File: config.mk
export PLATFORM = sky130hd
export DESIGN_NAME = wb_ctrl
export DESIGN_NICKNAME = d
export VERILOG_FILES = /design/src/rtl/wb_ctrl.sv
export SDC_FILE = /design/constraint.sdc
export NUM_CORES = 1
export LEC_CHECK = 0
export CAP_MARGIN = 20
export CORE_UTILIZATION = 25
export DETAILED_ROUTE_END_ITERATION = 16
export PLACE_DENSITY_LB_ADDON = 0.12
export SLEW_MARGIN = 30
export SYNTH_ARGS = -nofsm -noshare
export SYNTH_HDL_FRONTEND = slang
export SYNTH_SLANG_ARGS = --single-unit
File: constraint.sdc
create_clock -name clk -period 1.5 [get_ports clk]
set_input_delay 0.3 -clock clk [delete_from_list [all_inputs] [get_ports clk]]
set_output_delay 0.3 -clock clk [all_outputs]
set_load 0.02 [all_outputs]
File: src/rtl/wb_ctrl.sv
// Writeback controller in front of the register file's single write port.
// Merges single-cycle ALU results and multi-cycle data-memory loads into one
// registered write stream. It also drives the data-memory read handshake and
// raises stall for hazards that upstream must resolve by holding.
module wb_ctrl #(
    parameter int pw      = 4,
    parameter int MEM_LAT = 2
) (
    input  logic          clk,
    input  logic          reset_n,
    input  logic          alu_wr_en,
    input  logic [pw:0]   alu_dst,
    input  logic [7:0]    alu_data,
    input  logic          ld_req,
    input  logic [pw:0]   ld_dst,
    input  logic [7:0]    ld_addr,
    input  logic [pw:0]   rd_addrOpr,
    input  logic          reads_acc,
    output logic          mem_rd_en,
    output logic [7:0]    mem_rd_addr,
    input  logic [7:0]    mem_rd_data,
    output logic          wr_en,
    output logic [pw:0]   wr_addr,
    output logic [7:0]    data_in,
    output logic          ld_busy,
    output logic          stall
);

    // The counter must be able to hold MEM_LAT itself.
    localparam int CW = (MEM_LAT < 2) ? 1 : $clog2(MEM_LAT + 1);

    typedef enum logic [0:0] {
        ST_IDLE = 1'b0,
        ST_WAIT = 1'b1
    } state_t;

    state_t          r_state;
    logic [CW-1:0]   r_cnt;
    logic [pw:0]     r_pend_dst;
    logic            r_mem_rd_en;
    logic [7:0]      r_mem_rd_addr;
    logic            r_wr_en;
    logic [pw:0]     r_wr_addr;
    logic [7:0]      r_data_in;

    logic            w_capture;
    logic            w_stall;
    logic            w_alu_ok;
    logic            w_ld_ok;

    // Hazard detection: the capture cycle owns the write port, and while a load
    // is pending any dependence on its destination or a second load must wait.
    always_comb begin
        w_capture = 1'b0;
        w_stall   = 1'b0;
        if (r_state == ST_WAIT) begin
            w_capture = (r_cnt == {CW{1'b0}});
            w_stall   = w_capture
                      | ((rd_addrOpr == r_pend_dst) && (rd_addrOpr != {(pw+1){1'b0}}))
                      | (reads_acc && (r_pend_dst == {(pw+1){1'b0}}))
                      | (alu_wr_en && (alu_dst == r_pend_dst))
                      | ld_req;
        end else begin
            w_capture = 1'b0;
            w_stall   = 1'b0;
        end
    end

    // Requests are only honoured when upstream is not being held.
    always_comb begin
        w_alu_ok = alu_wr_en & ~w_stall;
        w_ld_ok  = ld_req & ~w_stall & (r_state == ST_IDLE);
    end

    // Load FSM, memory read strobe and the merged registered write stream.
    always_ff @(posedge clk) begin
        if (!reset_n) begin
            r_state       <= ST_IDLE;
            r_cnt         <= {CW{1'b0}};
            r_pend_dst    <= {(pw+1){1'b0}};
            r_mem_rd_en   <= 1'b0;
            r_mem_rd_addr <= 8'h00;
            r_wr_en       <= 1'b0;
            r_wr_addr     <= {(pw+1){1'b0}};
            r_data_in     <= 8'h00;
        end else begin
            // The read strobe is a one-cycle pulse unless a load issues now.
            r_mem_rd_en <= 1'b0;

            // Write port: a capturing load wins (ALU is stalled that cycle).
            if (w_capture) begin
                r_wr_en   <= 1'b1;
                r_wr_addr <= r_pend_dst;
                r_data_in <= mem_rd_data;
            end else if (w_alu_ok) begin
                r_wr_en   <= 1'b1;
                r_wr_addr <= alu_dst;
                r_data_in <= alu_data;
            end else begin
                r_wr_en   <= 1'b0;
            end

            case (r_state)
                ST_IDLE: begin
                    if (w_ld_ok) begin
                        r_state       <= ST_WAIT;
                        r_cnt         <= CW'(MEM_LAT);
                        r_pend_dst    <= ld_dst;
                        r_mem_rd_addr <= ld_addr;
                        r_mem_rd_en   <= 1'b1;
                    end else begin
                        r_state       <= ST_IDLE;
                    end
                end
                ST_WAIT: begin
                    if (w_capture) begin
                        r_state <= ST_IDLE;
                    end else begin
                        r_cnt   <= r_cnt - CW'(1);
                    end
                end
                default: begin
                    r_state <= ST_IDLE;
                    r_cnt   <= {CW{1'b0}};
                end
            endcase
        end
    end

    assign mem_rd_en   = r_mem_rd_en;
    assign mem_rd_addr = r_mem_rd_addr;
    assign wr_en       = r_wr_en;
    assign wr_addr     = r_wr_addr;
    assign data_in     = r_data_in;
    assign ld_busy     = (r_state == ST_WAIT);
    assign stall       = w_stall;

endmodule

Yosys cells after proc, flatten, opt, wreduce, memory -nomap -nowiden. Cells that the tools add are included.

Register bits: 31. Logic and storage cells: 47. Input port bits: 44.

Add/subtract/negate cells: 1. Reduce and logical (&&, ||, !) cells: 10. Eq/ne operators: 4. Muxes and demuxes: 14. Bitwise operators: 10.

Operators by type and width (count): 8-bit two-way mux (2); 5-bit equality test (2); 5-bit two-way mux (2); 1-bit two-way mux (6); 5-bit zero test (1); 5-bit nonzero test (1); 2-bit two-way mux (2); 2-bit inequality test, second input constant (2); 1-bit bitwise OR (4); 2-bit one-hot mux with 2 select lines (1); 2-bit AND reduction (2); 1-bit AND (3); 1-bit logical AND (3); 1-bit NOT (3); 2-bit zero test (1); 1-bit one-hot mux with 2 select lines (1); 2-bit nonzero test (1); 2-bit OR reduction (1); 2-bit by 1-bit subtractor with 2-bit output, second input constant (1).

Logic depth before layout (Yosys ltp). Gate-level depths: netlist of run 1.

Word-level depth: 12. Depth in mapped cells: 8. Gate-level depth less buffers: 7.

Worst setup path before layout of run 1. OpenSTA, ideal clock, no wires.

Path kind: register to register. Start: register r_cnt[0]. End: register r_data_in[0] (netlist: data_in[0]). Setup slack: -127 ps. Required time: 1377 ps. Arrival time: 1504 ps. Stages on the path, launching flop included: 9. Clock period less this slack: 1627 ps. Path through: dfxtp_1 -> inv_1 -> ha_1 -> or2_0 -> a31o_1 -> a31oi_2 -> a21oi_4 -> buf_12 -> mux2i_1.

Cells in the longest elaborated chain, start to end: 9. Elaborated cells on any way between the ends: 11. Those cells by class: 3 x mux; 6 x bitwise; 2 x reduce/logical.

RTL lines: start, declared (RTL line 38) `logic [CW-1:0] r_cnt;`; start signal, assigned (RTL line 79) `r_cnt <= {CW{1'b0}};`; start signal, assigned (RTL line 107) `r_cnt <= CW'(MEM_LAT);`; start signal, assigned (RTL line 119) `r_cnt <= r_cnt - CW'(1);`; 2-bit zero test (*) (RTL line 57) `w_capture = (r_cnt == {CW{1'b0}});`; 1-bit bitwise OR (RTL line 59) `| ((rd_addrOpr == r_pend_dst) && (rd_addrOpr != {(pw+1){1'b0}}))`; 1-bit bitwise OR (RTL line 60) `| (reads_acc && (r_pend_dst == {(pw+1){1'b0}}))`; 1-bit bitwise OR (RTL line 61) `| (alu_wr_en && (alu_dst == r_pend_dst))`; 1-bit bitwise OR (RTL line 62) `| ld_req;`; 1-bit two-way mux (RTL line 56) `if (r_state == ST_WAIT) begin`; 1-bit NOT (RTL line 71) `w_alu_ok = alu_wr_en & ~w_stall;`; 1-bit AND (RTL line 71); 2-bit nonzero test (no source line); end signal, assigned (RTL line 94) `r_data_in <= mem_rd_data;`; end signal, assigned (RTL line 98) `r_data_in <= alu_data;`; end, declared (RTL line 44) `logic [7:0] r_data_in;`.

Every way passes the cells marked *; elsewhere a longest branch is shown, timed or not. A chain may end at the register's enable or synchronous reset.

Final worst setup path of run 1.
Start: register r_cnt[0]. End: output port stall.

Cells in the longest elaborated chain, start to end: 6.

RTL lines: 2-bit zero test (RTL line 57); 1-bit bitwise OR (RTL line 59); 1-bit bitwise OR (RTL line 60); 1-bit bitwise OR (RTL line 61); 1-bit bitwise OR (RTL line 62); 1-bit two-way mux (RTL line 56); end, declared (RTL line 26) `output logic stall`.

No other way between the ends.

==> results of run 1 <==
==> repair_timing <==
action,CTS,global route
pin swaps,4,7
resized for setup,36,17
cloned,1,0
setup endpoints to repair,37,17
setup buffers,4,4
hold endpoints to repair,0,0
==> power breakdown <==
part	total [mW]	leakage, nW	switching [mW]	internal [mW]
Combinational	0.748	0.904	0.343	0.404
Sequential	0.950	0.258	0.0451	0.904
Clock	0.847	0.0612	0.310	0.537
==> cell usage after synthesis <==
cell / instances
nor3_1: 2
o21ai_0: 1
nand4_1: 1
or2_0: 1
nor2b_1: 2
a21oi_4: 1
a21oi_1: 13
nor2_1: 6
o211ai_1: 13
a21boi_1: 1
xor2_1: 8
o21ai_1: 1
a31oi_2: 2
buf_1: 1
buf_2: 1
nor3_2: 1
xnor2_1: 2
inv_1: 3
ha_1: 1
inv_2: 1
buf_12: 1
nand2b_1: 14
a31o_1: 1
mux2i_1: 14
clkbuf_1: 6
dfxtp_1: 31
a221oi_1: 1
nand2_1: 41
==> worst min-delay path: stages (launching register included) <==
cell,delay [ns]
dfxtp_1,0.31
nand2_1,0.05
a21oi_1,0.05
==> per-layer routing <==
| layer | GRT usage, % | up-vias | part of all wire (%) |
|---|---|---|---|
| met2 | 21.0 | 45 | 45 |
| met4 | 5.45 | 0 | 1.2 |
| li1 | - | 771 | - |
| met1 | 17.2 | 619 | 48 |
| met5 | 0 | - | 0 |
| met3 | 4.02 | 4 | 6.5 |
==> worst min-delay path by stage <==
stage	cells after the start	start	slack, ns	endpoint
finish	2	mem_rd_addr[5]	0.45	mem_rd_addr[5]
global route	2	mem_rd_addr[5]	0.46	mem_rd_addr[5]
CTS	2	mem_rd_addr[7]	0.45	mem_rd_addr[7]
detailed placement	2	mem_rd_addr[5]	0.44	mem_rd_addr[5]
global placement	2	mem_rd_addr[5]	0.44	mem_rd_addr[5]
floorplan	2	ld_dst[2]	0.44	r_pend_dst[2]
==> stage by stage <==
stage / area (µm²) / util, % / power, mW / TNS [ns]
2_1_floorplan: 1500 / - / 1.33 / -0.784
3_3_place_gp: 2430 / 43.3 / 1.72 / -7.63
3_5_place_dp: 2430 / 43.3 / 1.72 / -7.77
4_1_cts: 2590 / 46.1 / 2.59 / -6.11
5_1_grt: 2640 / 47.1 / 2.71 / -5.54
6_report: 2640 / 47.1 / 2.54 / -4.40
==> cell families after synthesis <==
group | Yosys count | synth area share (%)
buffers and inverters | 13 | 4.49
multiplexers | 14 | 9.50
adder cells (fa/ha/maj) | 1 | 0.848
AND/OR/NAND/NOR | 68 | 21.0
XOR/XNOR | 10 | 5.94
flip-flops | 31 | 42.1
AO/OA/AOI/OAI | 34 | 16.2
==> state kept, by name (all words and copies together) (netlist names) <==
register     cells
data_in          8
ld_busy          1
mem_rd_addr      8
mem_rd_en        1
r_cnt            2
r_pend_dst       5
wr_addr          5
wr_en            1
==> layout make-up <==
class	count	area, µm²
Fill cell	589	2960
Timing Repair Buffer	99	948
Multi-Input combinational cell	127	842
Sequential cell	31	631
Tap cell	72	90.1
Clock buffer	6	82.6
Clock inverter	2	35.0
Inverter	4	15.0
==> results.cfg, run 1 <==
[status]
status = finished, violations left
violations = setup timing

[critical_path]
path_depth = 7
path_cells = inv_2, ha_4, or2_1, a31o_1, a31oi_4, a21boi_2, buf_4
cp_max_fo = 2
critPathSlowestCell = dfxtp_2
cp-end-kind = output port
crit_start = r_cnt[0]
rr_startpoint = r_cnt[0]
cp_num_buf_inv = 2
endpoint = stall
cp_data_arrival_time_ns = 1.61
worst_ep_required_time_ns = 1.20
worst_setup_path_start_kind = flip-flop
timing.rr.end = data_in[5]
path_class = reg -> out
max_stage_delay_ns = 0.32
worst_r2r_path_depth = 10
path_delay_family = compound AO/OA/AOI/OAI gates
r2r_slack_ns = -0.30

[global_route]
antenna_found_initial = 0
grt_start_max_net_pins = 23
overflow = 0
grtUsageTotal_pct = 13.4
grt_pass1_vias = 1364
grt_pass1_wl_mm = 6.43

[synthesis]
synth_top_area_share_pct = 42.1
ys_warn_count = 0
synth_area_leaders = dfxtp_1, nand2_1, mux2i_1, o211ai_1, nand2b_1
ys_ff_latch = 31
synth_top_area_cell = dfxtp_1
synth_cell_types = 28
syn_avg_cell_area_um2 = 8.63
synthCells = 171
synth.cell_area_um2 = 1480
yosysSeqAreaShare_pct = 42.1
synth_nets = 216

[min_path]
hold_class = reg -> reg

[clock_network]
clk_latency_ns = 0.28
cts_root_buffer = clkbuf_8
cts_buffers = 5
cts.sinks = 31
cts_buffer_depth = 2
htree_levels = 2
cts-hold-fix-buffers = 0
cts_tree = done
clk_pin_slew_worst_paths_ns = 0.07

[timing]
fin_worst_skew_ns = 0.00404
holdWs_ns = 0.447
maxSlewHeadroom_pct = 79.9
tightestPinTransition_ns = 0.299
fin_ws_ns = -0.414
post-route-period-util_pct = 128
rsz0062_at_grt = true
period_minus_slack_ns = 1.91
hold_viol = 0
fmax_mhz = 522
drv_slew = 0
setup_violations = 15

[finish]
final_common_cell = nand2_1
nets = 313
area_growth_pct = 79.2
layout_common_cells = nand2_1, clkdlybuf4s50_1, buf_4, dfxtp_1, dlygate4sd2_1
stdcell_count = 341
diodes = 0
drive_gt1_share_pct = 21.9

[placed_design]
dpl.cell_count = 327
preCtsSetupSlack_ns = -0.782
gp_congestion = 0.767
port_buffers = 68
dp_hpwl_mm = 2.91

[power_and_ir_drop]
vdd_drop_max_uv = 463
pwr_density_cell_nw_per_um2 = 963
p_leak_nw = 1.22

[routing]
via_per_inst = 4.22
ant_nets = 0
drt_pre_antenna_iters = 4
drt_first_iter_violations = 21
vias = 1439
avgRoutedWirePerCell_um = 11.4
drc_errors = 0
wl_mm = 3.89

[die]
initial_utilization_pct = 26.3
die_area_um2 = 6210
placementRows = 27
io_pins = 69
die_w_um = 78.8
core_um2 = 5610
dieHeight_um = 78.8

[run]
cap_violations = 0
No activity file was read; power rests on OpenSTA's default activity.
==> run 2, diff against run 1 <==
--- a/config.mk
+++ b/config.mk
@@ -6,8 +6,10 @@
 export NUM_CORES = 1
 export LEC_CHECK = 0
 export CAP_MARGIN = 20
-export CORE_UTILIZATION = 25
+export CORE_UTILIZATION = 38
+export CTS_BUF_LIST = sky130_fd_sc_hd__clkbuf_4 sky130_fd_sc_hd__clkbuf_8
 export DETAILED_ROUTE_END_ITERATION = 16
+export GPL_TIMING_DRIVEN = 0
 export PLACE_DENSITY_LB_ADDON = 0.12
 export SLEW_MARGIN = 30
 export SYNTH_ARGS = -nofsm -noshare
==> results.cfg, run 2 (same netlist as run 1, synthesis figures left out) <==
[critical_path]
rr_startpoint = r_cnt[0]
cp-end-kind = output port
worst_ep_required_time_ns = 1.20
r2r_slack_ns = -0.33
timing.rr.end = data_in[3]
cp_data_arrival_time_ns = 1.60
path_class = reg -> out
cp_max_fo = 2
worst_r2r_path_depth = 10
worst_setup_path_start_kind = flip-flop

[routing]
via_per_inst = 4.76
wl_mm = 3.89
ant_nets = 0
drt_pre_antenna_iters = 4
vias = 1441
drc_errors = 0
drt_first_iter_violations = 37
avgRoutedWirePerCell_um = 12.8

[timing]
drv_slew = 0
fmax_mhz = 527
rsz0062_at_grt = true
period_minus_slack_ns = 1.90
hold_viol = 0
tightestPinTransition_ns = 0.492
fin_worst_skew_ns = 0.00927
post-route-period-util_pct = 126
holdWs_ns = 0.426
maxSlewHeadroom_pct = 67.2
fin_ws_ns = -0.396
setup_violations = 15

[die]
die_w_um = 64.3
core_um2 = 3690
placementRows = 22
io_pins = 69
dieHeight_um = 64.3
initial_utilization_pct = 40.0
die_area_um2 = 4140

[power_and_ir_drop]
clkPwrFrac_pct = 30.3
power_mw = 2.44
vdd_drop_max_uv = 676
p_leak_nw = 1.11
internal_power_mw = 1.73
pwr-share-comb_pct = 30.4
switching_share_pct = 29.0
pwr_density_cell_nw_per_um2 = 985
p_switching_mw = 0.707
seqPwrFrac_pct = 39.3

[global_route]
grt_pass1_vias = 1306
antenna_found_initial = 0
grt.met1_usage_pct = 23.1
grt_use_met2_pct = 31.6
grt_pass1_wl_mm = 6.05
grtUsageTotal_pct = 19.3
met3_usage_pct = 6.25
overflow = 0
top_usage_layer = met2
grt_start_max_net_pins = 11

[clock_network]
cts_root_buffer = clkbuf_8
cts_tree = done
htree_levels = 2
cts_buffer_depth = 2
clk_pin_slew_worst_paths_ns = 0.06
cts.sinks = 31
clk_latency_ns = 0.28
cts-hold-fix-buffers = 0
cts_buffers = 5

[finish]
fill_cells = 341
diodes = 0
drive_gt1_share_pct = 16.1
nets = 299
area_growth_pct = 67.9
layout_common_cells = nand2_1, clkdlybuf4s50_1, dfxtp_1, dlygate4sd2_1, mux2i_1
final_common_cell = nand2_1

[placed_design]
dp_hpwl_mm = 2.71
preCtsSetupSlack_ns = -0.875
port_buffers = 67
gp_congestion = 0.689

[min_path]
hold_end = ld_busy
min_from = ld_req
hold_class = in -> reg
hold_depth = 3

[run]
cap_violations = 0

[status]
status = finished, violations left
violations = setup timing
## run 2: stage by stage
step                      instances  area, µm²  util, %  TNS (ns)
final                           303       2480     67.2     -4.34
after CTS                       301       2430     65.8     -3.55
after global routing            303       2480     67.2     -5.27
after detailed placement        286       2230     60.3    -11.09
after global placement          286       2230     60.3    -10.98
after floorplan                 171       1500        -    -0.784
## run 2: final cells by class
| type | count | area [µm²] | area share, % |
|---|---|---|---|
| Tap cell | 48 | 60.1 | 2.42 |
| Clock buffer | 8 | 104 | 4.19 |
| Multi-Input combinational cell | 127 | 850 | 34.3 |
| Buffer | 8 | 60.1 | 2.42 |
| Inverter | 4 | 15.0 | 0.606 |
| Timing Repair Buffer | 77 | 763 | 30.8 |
| Sequential cell | 31 | 626 | 25.3 |
## run 2: power by group through the flow
stage          Clock [mW]  Combinational [mW]  Sequential (mW)
2_1_floorplan           0               0.287             1.05
3_3_place_gp            0               0.666            0.969
3_5_place_dp            0               0.670            0.972
4_1_cts             0.751               0.722            0.954
5_1_grt             0.799               0.793            0.968
6_report            0.740               0.741            0.958
## run 2: worst max path at each step
stage	start	end	slack, ns	cells past startpoint
after global routing	r_cnt[1]	stall	-0.46	7
after CTS	r_cnt[0]	stall	-0.46	7
after floorplan	r_cnt[1]	data_in[0]	-0.09	8
after detailed placement	alu_dst[4]	stall	-0.87	6
after global placement	alu_dst[4]	stall	-0.87	6
final	r_cnt[0]	stall	-0.40	7
## run 2: repair_timing
action                     in CTS  in global routing
cloned                          1                  0
pin swaps                       6                  2
setup endpoints to repair      45                 29
setup buffers                   6                  3
resized for setup              48                  9
## run 2: worst max-delay path, stage by stage, from the launching register on
cell and delay, ns:
dfxtp_2 0.32, inv_2 0.05, ha_4 0.15, or2_1 0.21, a31o_1 0.22, a31oi_4 0.17
a21boi_2 0.08, buf_6 0.13
## run 2: routing by layer
layer / vias up / wire (µm)
li1: 741 / -
met1: 655 / 1690
met2: 39 / 1940
met3: 6 / 209
met4: 0 / 47
met5: - / 0
==> run 3, diff against run 2 <==
--- a/config.mk
+++ b/config.mk
@@ -9,7 +9,6 @@
 export CORE_UTILIZATION = 38
 export CTS_BUF_LIST = sky130_fd_sc_hd__clkbuf_4 sky130_fd_sc_hd__clkbuf_8
 export DETAILED_ROUTE_END_ITERATION = 16
-export GPL_TIMING_DRIVEN = 0
 export PLACE_DENSITY_LB_ADDON = 0.12
 export SLEW_MARGIN = 30
 export SYNTH_ARGS = -nofsm -noshare
==> results.cfg, run 3 (same netlist as run 1, synthesis figures left out) <==
[routing]
ant_nets = 0
wl_mm = 3.88
avgRoutedWirePerCell_um = 12.6
wl_met3_um = 251
highest_layer = met4
vias = 1465
wl_met1_mm = 1.61
via_per_inst = 4.76
drc_errors = 0
dr_wl_met2_mm = 1.90
drt_pre_antenna_iters = 4
drt_first_iter_violations = 64

[min_path]
hold_class = reg -> reg

[critical_path]
path_class = reg -> out
cp-end-kind = output port
worst_ep_required_time_ns = 1.20
worst_setup_path_start_kind = flip-flop
cp_max_fo = 2
cp_data_arrival_time_ns = 1.61

[die]
die_area_um2 = 4140
io_pins = 69
placementRows = 22
core_um2 = 3690
dieHeight_um = 64.3
initial_utilization_pct = 40.0
die_w_um = 64.3

[clock_network]
cts_tree = done
cts.sinks = 31
clk_pin_slew_worst_paths_ns = 0.07
clk_latency_ns = 0.28
htree_levels = 2
cts_root_buffer = clkbuf_8
cts_buffers = 5
cts_buffer_depth = 2

[timing]
rsz0062_at_grt = true
holdWs_ns = 0.456
drv_slew = 0
fin_worst_skew_ns = 0.00735
fmax_mhz = 523
tightestPinTransition_ns = 0.550
hold_viol = 0
post-route-period-util_pct = 127
fin_ws_ns = -0.410
setup_violations = 15
period_minus_slack_ns = 1.91
maxSlewHeadroom_pct = 63.4

[power_and_ir_drop]
pwr_density_cell_nw_per_um2 = 938
p_leak_nw = 1.15
vdd_drop_max_uv = 537

[finish]
layout_common_cells = nand2_1, clkdlybuf4s50_1, dfxtp_1, dlygate4sd2_1, buf_4
diodes = 0
drive_gt1_share_pct = 18.8
stdcell_count = 308
fill_cells = 314
nets = 305
seqCellArea_um2 = 626
multi_input_area_um2 = 837
finish.utilization_pct = 67.4
area_growth_pct = 68.6

[global_route]
grt_pass1_wl_mm = 6.20
grtUsageTotal_pct = 19.8
grt_pass1_vias = 1506
overflow = 0
antenna_found_initial = 0
grt_start_max_net_pins = 27

[run]
cap_violations = 0

[placed_design]
port_buffers = 68
gp_congestion = 0.756
dp_hpwl_mm = 2.84
dpl.cell_count = 297

[status]
violations = setup timing
status = finished, violations left
## run 3: cell types whose count changed in the layout (fill, tap and decap cells not counted), moves of 2 or more
cell,change
buf_4,+17
buf_6,-4
clkbuf_1,-4
dlygate4sd2_1,-3
clkdlybuf4s50_1,+2
dlymetal6s2s_1,+2
## run 3: final timing paths
path              depth (start not counted)        endpoint  slack (ns)      startpoint
setup / recovery                          7           stall       -0.41        r_cnt[1]
setup reg to reg                          8      data_in[3]       -0.34   r_pend_dst[4]
hold / removal                            2  mem_rd_addr[3]        0.46  mem_rd_addr[3]
hold reg to reg                           2  mem_rd_addr[3]        0.46  mem_rd_addr[3]
## run 3: metal layers
metal	GRT usage [%]	up-vias
li1	-	754
met1	20.2	655
met2	34.6	45
met3	6.79	11
met4	11.9	0
met5	0	-
## run 3: where the power goes
group          switching, mW  internal, mW
sequential            0.0459         0.905
combinational          0.345         0.384
clock                  0.293         0.359
total                  0.685          1.65
## run 3: through the flow
stage	power, mW	TNS [ns]	cell area (µm²)	setup slack [ns]
finish	2.33	-4.52	2490	-0.410
global route	2.46	-5.63	2490	-0.473
CTS	2.31	-4.84	2410	-0.459
detailed placement	1.69	-8.87	2340	-0.793
global placement	1.67	-7.31	2340	-0.786
floorplan	1.33	-0.784	1500	-0.0858
## run 3: worst max-delay path: stages, from the launching register on
cell	delay [ns]
dfxtp_2	0.32
inv_2	0.04
ha_4	0.15
or2_1	0.21
a31o_1	0.22
a31oi_4	0.16
a21boi_2	0.07
buf_4	0.15
## run 3: layout make-up
class | count | area share, %
repair buffers | 91 | 34.7
multi-input cells | 127 | 33.7
flip-flops and latches | 31 | 25.2
clock buffers | 6 | 3.32
well taps | 48 | 2.41
inverters | 4 | 0.604
clock inverters | 1 | 0.201
## run 3: timing repair
action,in CTS,in global routing
buffers inserted,3,1
resized for setup,30,15
gates cloned,0,1
pin swaps,4,5
setup endpoints to repair,38,18
hold buffers,0,0
endpoints found under the hold margin,0,0
